--- config.mk ---
export PLATFORM = sky130hd
export DESIGN_NAME = psk31_bpsk_demod
export DESIGN_NICKNAME = d
export VERILOG_FILES = /design/src/rtl/psk31_bpsk_demod.sv
export SDC_FILE = /design/constraint.sdc
export NUM_CORES = 2
export LEC_CHECK = 0
export BUFFER_PORTS_ARGS = -buffer_cell sky130_fd_sc_hd__buf_2
export CELL_PAD_IN_SITES_DETAIL_PLACEMENT = 0
export CELL_PAD_IN_SITES_GLOBAL_PLACEMENT = 1
export CORE_ASPECT_RATIO = 0.5
export CORE_MARGIN = 8
export CORE_UTILIZATION = 35
export DETAILED_ROUTE_END_ITERATION = 7
export GPL_ROUTABILITY_DRIVEN = 0
export PLACE_DENSITY_LB_ADDON = 0.1
export REMOVE_ABC_BUFFERS = 1
export SLEW_MARGIN = 20
export SYNTH_ARGS = -nofsm -noshare
export SYNTH_HDL_FRONTEND = slang
export SYNTH_SLANG_ARGS = --single-unit
--- constraint.sdc ---
create_clock -name clk -period 14.7 [get_ports clk]
set_clock_uncertainty 0.15 [all_clocks]
set_input_delay 1.47 -clock clk [delete_from_list [all_inputs] [get_ports clk]]
set_output_delay 1.47 -clock clk [all_outputs]
set_load 0.05 [all_outputs]
--- src/rtl/psk31_bpsk_demod.sv ---
// psk31_bpsk_demod: coherent BPSK31 receiver. It mixes offset-binary samples
// with a quadrature NCO, integrates and dumps I/Q once per symbol, and decides
// each bit from the dot product of consecutive symbol vectors.
// A reversal gives 0 and no reversal gives 1.
// Ports: clk, rst (async, active-high), tuning_word, sample_in, sample_valid,
//        bit_out, bit_valid, bit_ready, overrun, carrier_detect.
//        carrier_detect exists only when CARRIER_DETECT_EN is defined.
// Config: `define CARRIER_DETECT_EN adds the |I|+|Q| carrier detector.
module psk31_bpsk_demod #(
  parameter int N_ACCUM        = 14,
  parameter int N_TUNING       = 10,
  parameter int SYMBOL_SAMPLES = 256,
  parameter int ACC_W          = 32,
  parameter int DUMP_SHIFT     = 16
`ifdef CARRIER_DETECT_EN
  ,
  parameter logic [15:0] CD_THRESH = 16'd2048
`endif
) (
  input  logic                clk,
  input  logic                rst,
  input  logic [N_TUNING-1:0] tuning_word,
  input  logic [9:0]          sample_in,
  input  logic                sample_valid,
  output logic                bit_out,
  output logic                bit_valid,
  input  logic                bit_ready,
  output logic                overrun
`ifdef CARRIER_DETECT_EN
  ,
  output logic                carrier_detect
`endif
);

  localparam int CNT_W = (SYMBOL_SAMPLES > 2) ?
                         $clog2(SYMBOL_SAMPLES) : 1;
  localparam logic signed [ACC_W-1:0] SMAX = ACC_W'(32767);
  localparam logic signed [ACC_W-1:0] SMIN = ACC_W'(-32768);

  // Quarter-wave table, built at elaboration.
  // Entry i holds round(32767 * sin(pi/2 * (i + 0.5) / 256)).
  // The half-step offset makes ~idx the exact mirror of idx.
  // The sine is evaluated with a fixed-point Taylor series (Q30).
  function automatic logic [15:0] lut_val(input int i);
    logic signed [63:0] x;
    logic signed [63:0] term;
    logic signed [63:0] sum;
    logic signed [63:0] den;
    logic signed [63:0] v;
    x = (64'sd3373259426 * 64'(2 * i + 1)) / 64'sd1024;
    sum  = x;
    term = x;
    for (int n = 1; n < 8; n++) begin
      term = -((((term * x) >>> 30) * x) >>> 30);
      den  = 64'(2 * n * (2 * n + 1));
      term = term / den;
      sum  = sum + term;
    end
    v = (sum * 64'sd32767 + (64'sd1 <<< 29)) >>> 30;
    return v[15:0];
  endfunction

  logic [9:0] lut [256];

  for (genvar g = 0; g < 256; g++) begin : g_lut
    localparam logic [15:0] V = lut_val(g);
    assign lut[g] = V[14:5];
  end

  function automatic logic signed [15:0] sat16(
    input logic signed [ACC_W-1:0] v
  );
    logic signed [ACC_W-1:0] s;
    s = v >>> DUMP_SHIFT;
    if (s > SMAX)
      return 16'sh7fff;
    else if (s < SMIN)
      return 16'sh8000;
    else
      return s[15:0];
  endfunction

  // NCO
  logic [N_ACCUM-1:0] phase;
  logic [7:0]         raw_idx;
  logic [1:0]         quad_s;
  logic [1:0]         quad_c;
  logic [7:0]         idx_s;
  logic [7:0]         idx_c;
  logic [9:0]         mag_s;
  logic [9:0]         mag_c;
  logic signed [10:0] ref_s;
  logic signed [10:0] ref_c;

  // cos = sin at phase + quarter turn. The quarter turn only touches the
  // two top bits, so the raw index is shared and only the quadrant changes.
  assign raw_idx = phase[N_ACCUM-3:N_ACCUM-10];
  assign quad_s  = phase[N_ACCUM-1:N_ACCUM-2];
  assign quad_c  = quad_s + 2'd1;
  assign idx_s   = quad_s[0] ? ~raw_idx : raw_idx;
  assign idx_c   = quad_c[0] ? ~raw_idx : raw_idx;
  assign mag_s   = lut[idx_s];
  assign mag_c   = lut[idx_c];
  assign ref_s   = quad_s[1] ? -$signed({1'b0, mag_s})
                             :  $signed({1'b0, mag_s});
  assign ref_c   = quad_c[1] ? -$signed({1'b0, mag_c})
                             :  $signed({1'b0, mag_c});

  // Mixer / integrate-and-dump pipeline
  logic               s1_vld;
  logic signed [9:0]  s1_smp;
  logic signed [10:0] s1_sin;
  logic signed [10:0] s1_cos;
  logic               s2_vld;
  logic signed [20:0] p_i;
  logic signed [20:0] p_q;
  logic signed [ACC_W-1:0] i_acc;
  logic signed [ACC_W-1:0] q_acc;
  logic signed [ACC_W-1:0] sum_i;
  logic signed [ACC_W-1:0] sum_q;
  logic [CNT_W-1:0]   cnt;
  logic               last;
  logic signed [15:0] dump_i;
  logic signed [15:0] dump_q;
  logic               d_vld;
  logic signed [15:0] i_d;
  logic signed [15:0] q_d;

  assign sum_i  = i_acc + ACC_W'(p_i);
  assign sum_q  = q_acc + ACC_W'(p_q);
  assign last   = (cnt == CNT_W'(SYMBOL_SAMPLES - 1));
  assign dump_i = sat16(sum_i);
  assign dump_q = sat16(sum_q);

  always_ff @(posedge clk or posedge rst) begin
    if (rst) begin
      phase  <= '0;
      s1_vld <= 1'b0;
      s1_smp <= '0;
      s1_sin <= '0;
      s1_cos <= '0;
      s2_vld <= 1'b0;
      p_i    <= '0;
      p_q    <= '0;
      i_acc  <= '0;
      q_acc  <= '0;
      cnt    <= '0;
      d_vld  <= 1'b0;
      i_d    <= '0;
      q_d    <= '0;
    end else begin
      s1_vld <= sample_valid;
      s2_vld <= s1_vld;
      d_vld  <= 1'b0;
      if (sample_valid) begin
        phase  <= phase + N_ACCUM'(tuning_word);
        s1_smp <= {~sample_in[9], sample_in[8:0]};
        s1_sin <= ref_s;
        s1_cos <= ref_c;
      end
      if (s1_vld) begin
        p_i <= s1_smp * s1_sin;
        p_q <= s1_smp * s1_cos;
      end
      if (s2_vld) begin
        if (last) begin
          i_acc <= '0;
          q_acc <= '0;
          cnt   <= '0;
          i_d   <= dump_i;
          q_d   <= dump_q;
          d_vld <= 1'b1;
        end else begin
          i_acc <= sum_i;
          q_acc <= sum_q;
          cnt   <= cnt + 1'b1;
        end
      end
    end
  end

`ifdef CARRIER_DETECT_EN
  function automatic logic [16:0] abs17(input logic signed [15:0] v);
    logic signed [16:0] e;
    e = {v[15], v};
    return v[15] ? 17'(-e) : 17'(e);
  endfunction

  logic [17:0] cd_mag;

  assign cd_mag = {1'b0, abs17(dump_i)} + {1'b0, abs17(dump_q)};

  always_ff @(posedge clk or posedge rst) begin
    if (rst)
      carrier_detect <= 1'b0;
    else if (s2_vld && last)
      carrier_detect <= (cd_mag > {2'b00, CD_THRESH});
  end
`endif

  // Decision FSM
  typedef enum logic {PRIME, RUN} state_t;

  state_t state;
  state_t state_nx;
  logic   load_prev;
  logic   do_dot;

  always_ff @(posedge clk or posedge rst) begin
    if (rst)
      state <= PRIME;
    else
      state <= state_nx;
  end

  always_comb begin
    state_nx  = state;
    load_prev = 1'b0;
    do_dot    = 1'b0;
    unique case (state)
      PRIME: begin
        if (d_vld) begin
          load_prev = 1'b1;
          state_nx  = RUN;
        end
      end
      RUN: begin
        if (d_vld) begin
          load_prev = 1'b1;
          do_dot    = 1'b1;
        end
      end
      default: state_nx = PRIME;
    endcase
  end

  logic signed [15:0] i_p;
  logic signed [15:0] q_p;
  logic signed [31:0] pp_i;
  logic signed [31:0] pp_q;
  logic               pp_vld;
  logic signed [32:0] dot;
  logic               dot_vld;
  logic               dec_bit;

  // A zero dot product has a clear sign bit, so it also decides 1.
  assign dec_bit = ~dot[32] | (dot == '0);

  always_ff @(posedge clk or posedge rst) begin
    if (rst) begin
      i_p     <= '0;
      q_p     <= '0;
      pp_i    <= '0;
      pp_q    <= '0;
      pp_vld  <= 1'b0;
      dot     <= '0;
      dot_vld <= 1'b0;
    end else begin
      pp_vld  <= do_dot;
      dot_vld <= pp_vld;
      if (do_dot) begin
        pp_i <= i_d * i_p;
        pp_q <= q_d * q_p;
      end
      if (load_prev) begin
        i_p <= i_d;
        q_p <= q_d;
      end
      if (pp_vld)
        dot <= 33'(pp_i) + 33'(pp_q);
    end
  end

  // Output handshake
  always_ff @(posedge clk or posedge rst) begin
    if (rst) begin
      bit_out   <= 1'b0;
      bit_valid <= 1'b0;
      overrun   <= 1'b0;
    end else begin
      overrun <= 1'b0;
      if (dot_vld) begin
        bit_out   <= dec_bit;
        bit_valid <= 1'b1;
        if (bit_valid && !bit_ready)
          overrun <= 1'b1;
      end else if (bit_valid && bit_ready) begin
        bit_valid <= 1'b0;
      end
    end
  end

endmodule

==> impl_summary.log <==
[metrics] count of flip-flops with a built-in enable after synthesis: 0
[metrics] post-synthesis area per instance: 8.85 um2
[metrics] setup repair after global routing missed its margin: no
[metrics] CP bufs+invs: 5
[metrics] endpoint required time on the critical path: 14.97 ns
[metrics] relative area change from synthesis to final layout: 5.93%
[metrics] die span in x: 556 um
[metrics] Max Fanout on Critical Path: 17
[metrics] via count of the first global-routing pass: 41800
[metrics] worst reg2reg path depth: 22
[metrics] routed length per instance: 21.5 um
[metrics] clock tree from TritonCTS: yes
[metrics] Unique masters post-synth: 106
[metrics] total die area: 159000 um2
[metrics] most prevalent standard cell on the critical path: sky130_fd_sc_hd__fa_1
[metrics] area used by multi-input combinational logic: 38800 um2
[metrics] hold wc startpoint: pp_vld
[metrics] global-route wire length before repair: 256000 um
[metrics] Post-CTS Setup Bufs: 0
[metrics] FMAX: 0.137 GHz
[metrics] Cells after Synth: 5766
[metrics] I/O pin total: 27
[metrics] post-route DRC violation count: 0
[metrics] final max-slew violation count: 0
[metrics] die height: 286 um
[metrics] number of hold violations in the final report: 0
[metrics] Hold Path Stages: 0
[metrics] initial DRC count: 3255
[metrics] Setup TNS Final: 0 ns
[metrics] critical register-to-register path endpoint: pp_q[30]
[metrics] CTS clock-pin slew for the worst setup and hold paths: 0.06 ns
[metrics] async set or reset register ratio after synthesis: 100%
[metrics] Hold Path Class: reg2reg
[metrics] outcome: completed
[metrics] DPL Wire Length: 123000 um
[metrics] initial core utilization: 35.1%
[metrics] Worst EP arrival: 7.54 ns
[metrics] vias post-DR: 40300
[metrics] cells along the critical path: nand2_1, inv_1, fa_1, fa_1, inv_1, fa_1, inv_1, fa_1, fa_1, inv_1, fa_1, inv_1, ha_1, a21boi_0, or2_2, and4_1, a22oi_1, o21ai_0, nor4_1, o41ai_1, xnor2_1, o21ai_0
[metrics] number of fill cells: 14900
[metrics] CP top delay family: adder cells
[metrics] number of I/O port buffers: 26
[metrics] Crit Path Category: reg2reg
[metrics] total routing resource utilization after global routing: 20.2%
[metrics] Worst-Margin Slew: 1.09 ns
[metrics] number of hold-repair buffers added at the cts stage: 0
[metrics] share of final-layout standard cells stronger than drive strength 1: 5.90%
[metrics] slack of the worst reg-to-reg path: 7.43 ns
[metrics] total wire length after detailed routing: 162000 um
[metrics] max capacitance violation total: 0
[metrics] clock buffers created by TritonCTS: 38
[metrics] cell with the biggest individual delay on the critical path: sky130_fd_sc_hd__fa_1
[metrics] number of optimization iterations in the first detailed-route pass: 6
[metrics] clock root buffer: sky130_fd_sc_hd__clkbuf_16
[metrics] # resized after CTS: 0
[metrics] number of antenna violations at the first check in global routing: 6
[metrics] Final Setup Violations: 0
[metrics] Final #Nets: 6709
[metrics] beginning of the critical path: q_p[1]
[metrics] worst min-delay path endpoint: dot_vld
[metrics] DR vias/cell: 5.34
[metrics] pin count of the biggest net entering global routing: 170
[metrics] Reg2Reg Launch Point: q_p[1]
[metrics] final critical path time including I/O delays and setup: 7.27 ns
[metrics] dominant synthesized flop cell: sky130_fd_sc_hd__dfrtp_1
[metrics] Max H-tree Level: 2
[metrics] clock insertion delay at the later pin of the skew report: 0.60 ns
[metrics] post-synthesis sequential element count: 298
[metrics] Cell Rows: 99
[metrics] Tcrit/Tclk final: 49.5%
[metrics] sequential area share after synthesis: 14.6%
[metrics] Critical Path Source Type: flop
[metrics] Max Root-Sink Buffers: 3
[metrics] area of the core: 145000 um2
[metrics] type of element capturing the critical path: flop
[metrics] Crit path largest cell delay: 0.79 ns
[metrics] Congestion Overflow GR: 0
[metrics] warnings from Yosys: 0
[metrics] total clock sinks: 298
[metrics] Worst slew margin: 27.2%
[metrics] DRT antenna net count: 0
[metrics] flip-flop and latch area: 7470 um2
[metrics] post-synthesis instance area: 51000 um2
-- cell families (layout without fill, tap and decap cells) --
family / Yosys count / after routing / share of synthesized area [%]
AO/OA/AOI/OAI: 1190 / 1190 / 15.6
flip-flops: 298 / 298 / 14.6
buffers and inverters: 1222 / 1045 / 9.52
adder cells (fa/ha/maj): 1125 / 1125 / 38.3
other: 0 / 2 / 0
XOR/XNOR: 217 / 217 / 3.83
multiplexers: 123 / 123 / 2.66
AND/OR/NAND/NOR: 1591 / 1591 / 15.5
-- state kept, by name (all words and copies together), names as in the netlist, 8 cells and up --
register  flops
phase        14
i_d          16
p_q          21
s1_smp       10
q_d          16
pp_i         32
p_i          21
i_acc        32
s1_sin       11
pp_q         32
i_p          16
cnt           8
q_acc        32
q_p          16
s1_cos       11
-- cell usage after synthesis (all sizes together) (92+ instances only) --
cell type  instances  area share [%]
nor2             196             1.5
xnor2            146             2.5
o21ai            299             2.9
a21oi            247             2.4
mux2              92             2.0
buf              122             1.4
fa               726              28
ha               399             9.8
and2             354             4.3
nand2b            97             1.2
dfrtp            298              15
nand2            621             4.6
clkbuf           212             1.6
inv              883             6.5
-- worst max path at each step --
| stage | end | slack, ns | depth (start not counted) |
|---|---|---|---|
| floorplan | bit_out | 4.85 | 1 |
| global placement | pp_q[30] | 7.42 | 22 |
| detailed placement | pp_q[30] | 7.40 | 22 |
| CTS | pp_q[30] | 7.38 | 22 |
| global route | pp_q[30] | 6.88 | 22 |
| finish | pp_q[30] | 7.43 | 22 |
-- through the flow --
step | hold slack, ns | setup WS (ns) | utilization, % | std cells | area, um2
2_1_floorplan | 0.224 | 4.85 | - | 5432 | 49500
3_3_place_gp | 0.239 | 7.42 | 36.2 | 7489 | 52600
3_5_place_dp | 0.243 | 7.40 | 36.2 | 7489 | 52600
4_1_cts | 0.257 | 7.38 | 37.2 | 7558 | 54000
5_1_grt | 0.269 | 6.88 | 37.2 | 7558 | 54000
6_report | 0.253 | 7.43 | 37.2 | 7560 | 54000
-- layout make-up --
cell class	count	area share, %
Antenna cell	2	0.00926
Multi-Input combinational cell	4246	71.7
Sequential cell	298	13.8
Tap cell	1969	4.56
Clock inverter	25	0.676
Inverter	888	6.18
Timing Repair Buffer	88	1.13
Clock buffer	44	1.88
-- per-layer routing --
layer  vias up  wire, um  GRT usage [%]  part of all wire [%]
met5         -         0              0                     0
met4         0      5210           6.01                   3.2
met3       272      8030           2.02                   4.9
met2      1141     72800           32.5                    45
met1     20400     76300           28.8                    47
li1      18600         -              -                     -
-- layout by cell type, fill, tap and decap left out, types with 17 or more instances in the layout --
cell type	netlist	final
sky130_fd_sc_hd__inv_1	879	877
sky130_fd_sc_hd__fa_1	726	726
sky130_fd_sc_hd__nand2_1	620	619
sky130_fd_sc_hd__ha_1	399	399
sky130_fd_sc_hd__and2_1	353	353
sky130_fd_sc_hd__o21ai_0	293	293
sky130_fd_sc_hd__dfrtp_1	298	293
sky130_fd_sc_hd__a21oi_1	245	245
sky130_fd_sc_hd__nor2_1	194	194
sky130_fd_sc_hd__xnor2_1	144	142
sky130_fd_sc_hd__nand2b_1	97	97
sky130_fd_sc_hd__mux2_2	92	92
sky130_fd_sc_hd__a21o_1	72	72
sky130_fd_sc_hd__xor2_1	67	67
sky130_fd_sc_hd__nor3_1	65	65
sky130_fd_sc_hd__nand3_1	65	64
sky130_fd_sc_hd__buf_4	17	60
sky130_fd_sc_hd__o211ai_1	55	55
sky130_fd_sc_hd__a211oi_1	52	52
sky130_fd_sc_hd__o22ai_1	44	44
sky130_fd_sc_hd__nor2b_1	44	43
sky130_fd_sc_hd__a31oi_1	42	41
sky130_fd_sc_hd__clkbuf_16	0	38
sky130_fd_sc_hd__o2bb2ai_1	31	31
sky130_fd_sc_hd__mux2i_1	30	30
sky130_fd_sc_hd__a22o_1	29	29
sky130_fd_sc_hd__a221oi_1	28	28
sky130_fd_sc_hd__a211o_1	27	27
sky130_fd_sc_hd__buf_2	73	26
sky130_fd_sc_hd__o21a_1	23	23
sky130_fd_sc_hd__or2_2	23	23
sky130_fd_sc_hd__and3_1	21	21
sky130_fd_sc_hd__o21bai_1	21	21
sky130_fd_sc_hd__nand4_1	20	20
sky130_fd_sc_hd__a22oi_1	18	18
sky130_fd_sc_hd__o31ai_1	18	18
sky130_fd_sc_hd__o221ai_1	18	18
sky130_fd_sc_hd__or3_1	17	17
Power is not shown: default switching activity piles up to over one toggle a cycle in this logic, so the estimate is an artifact.
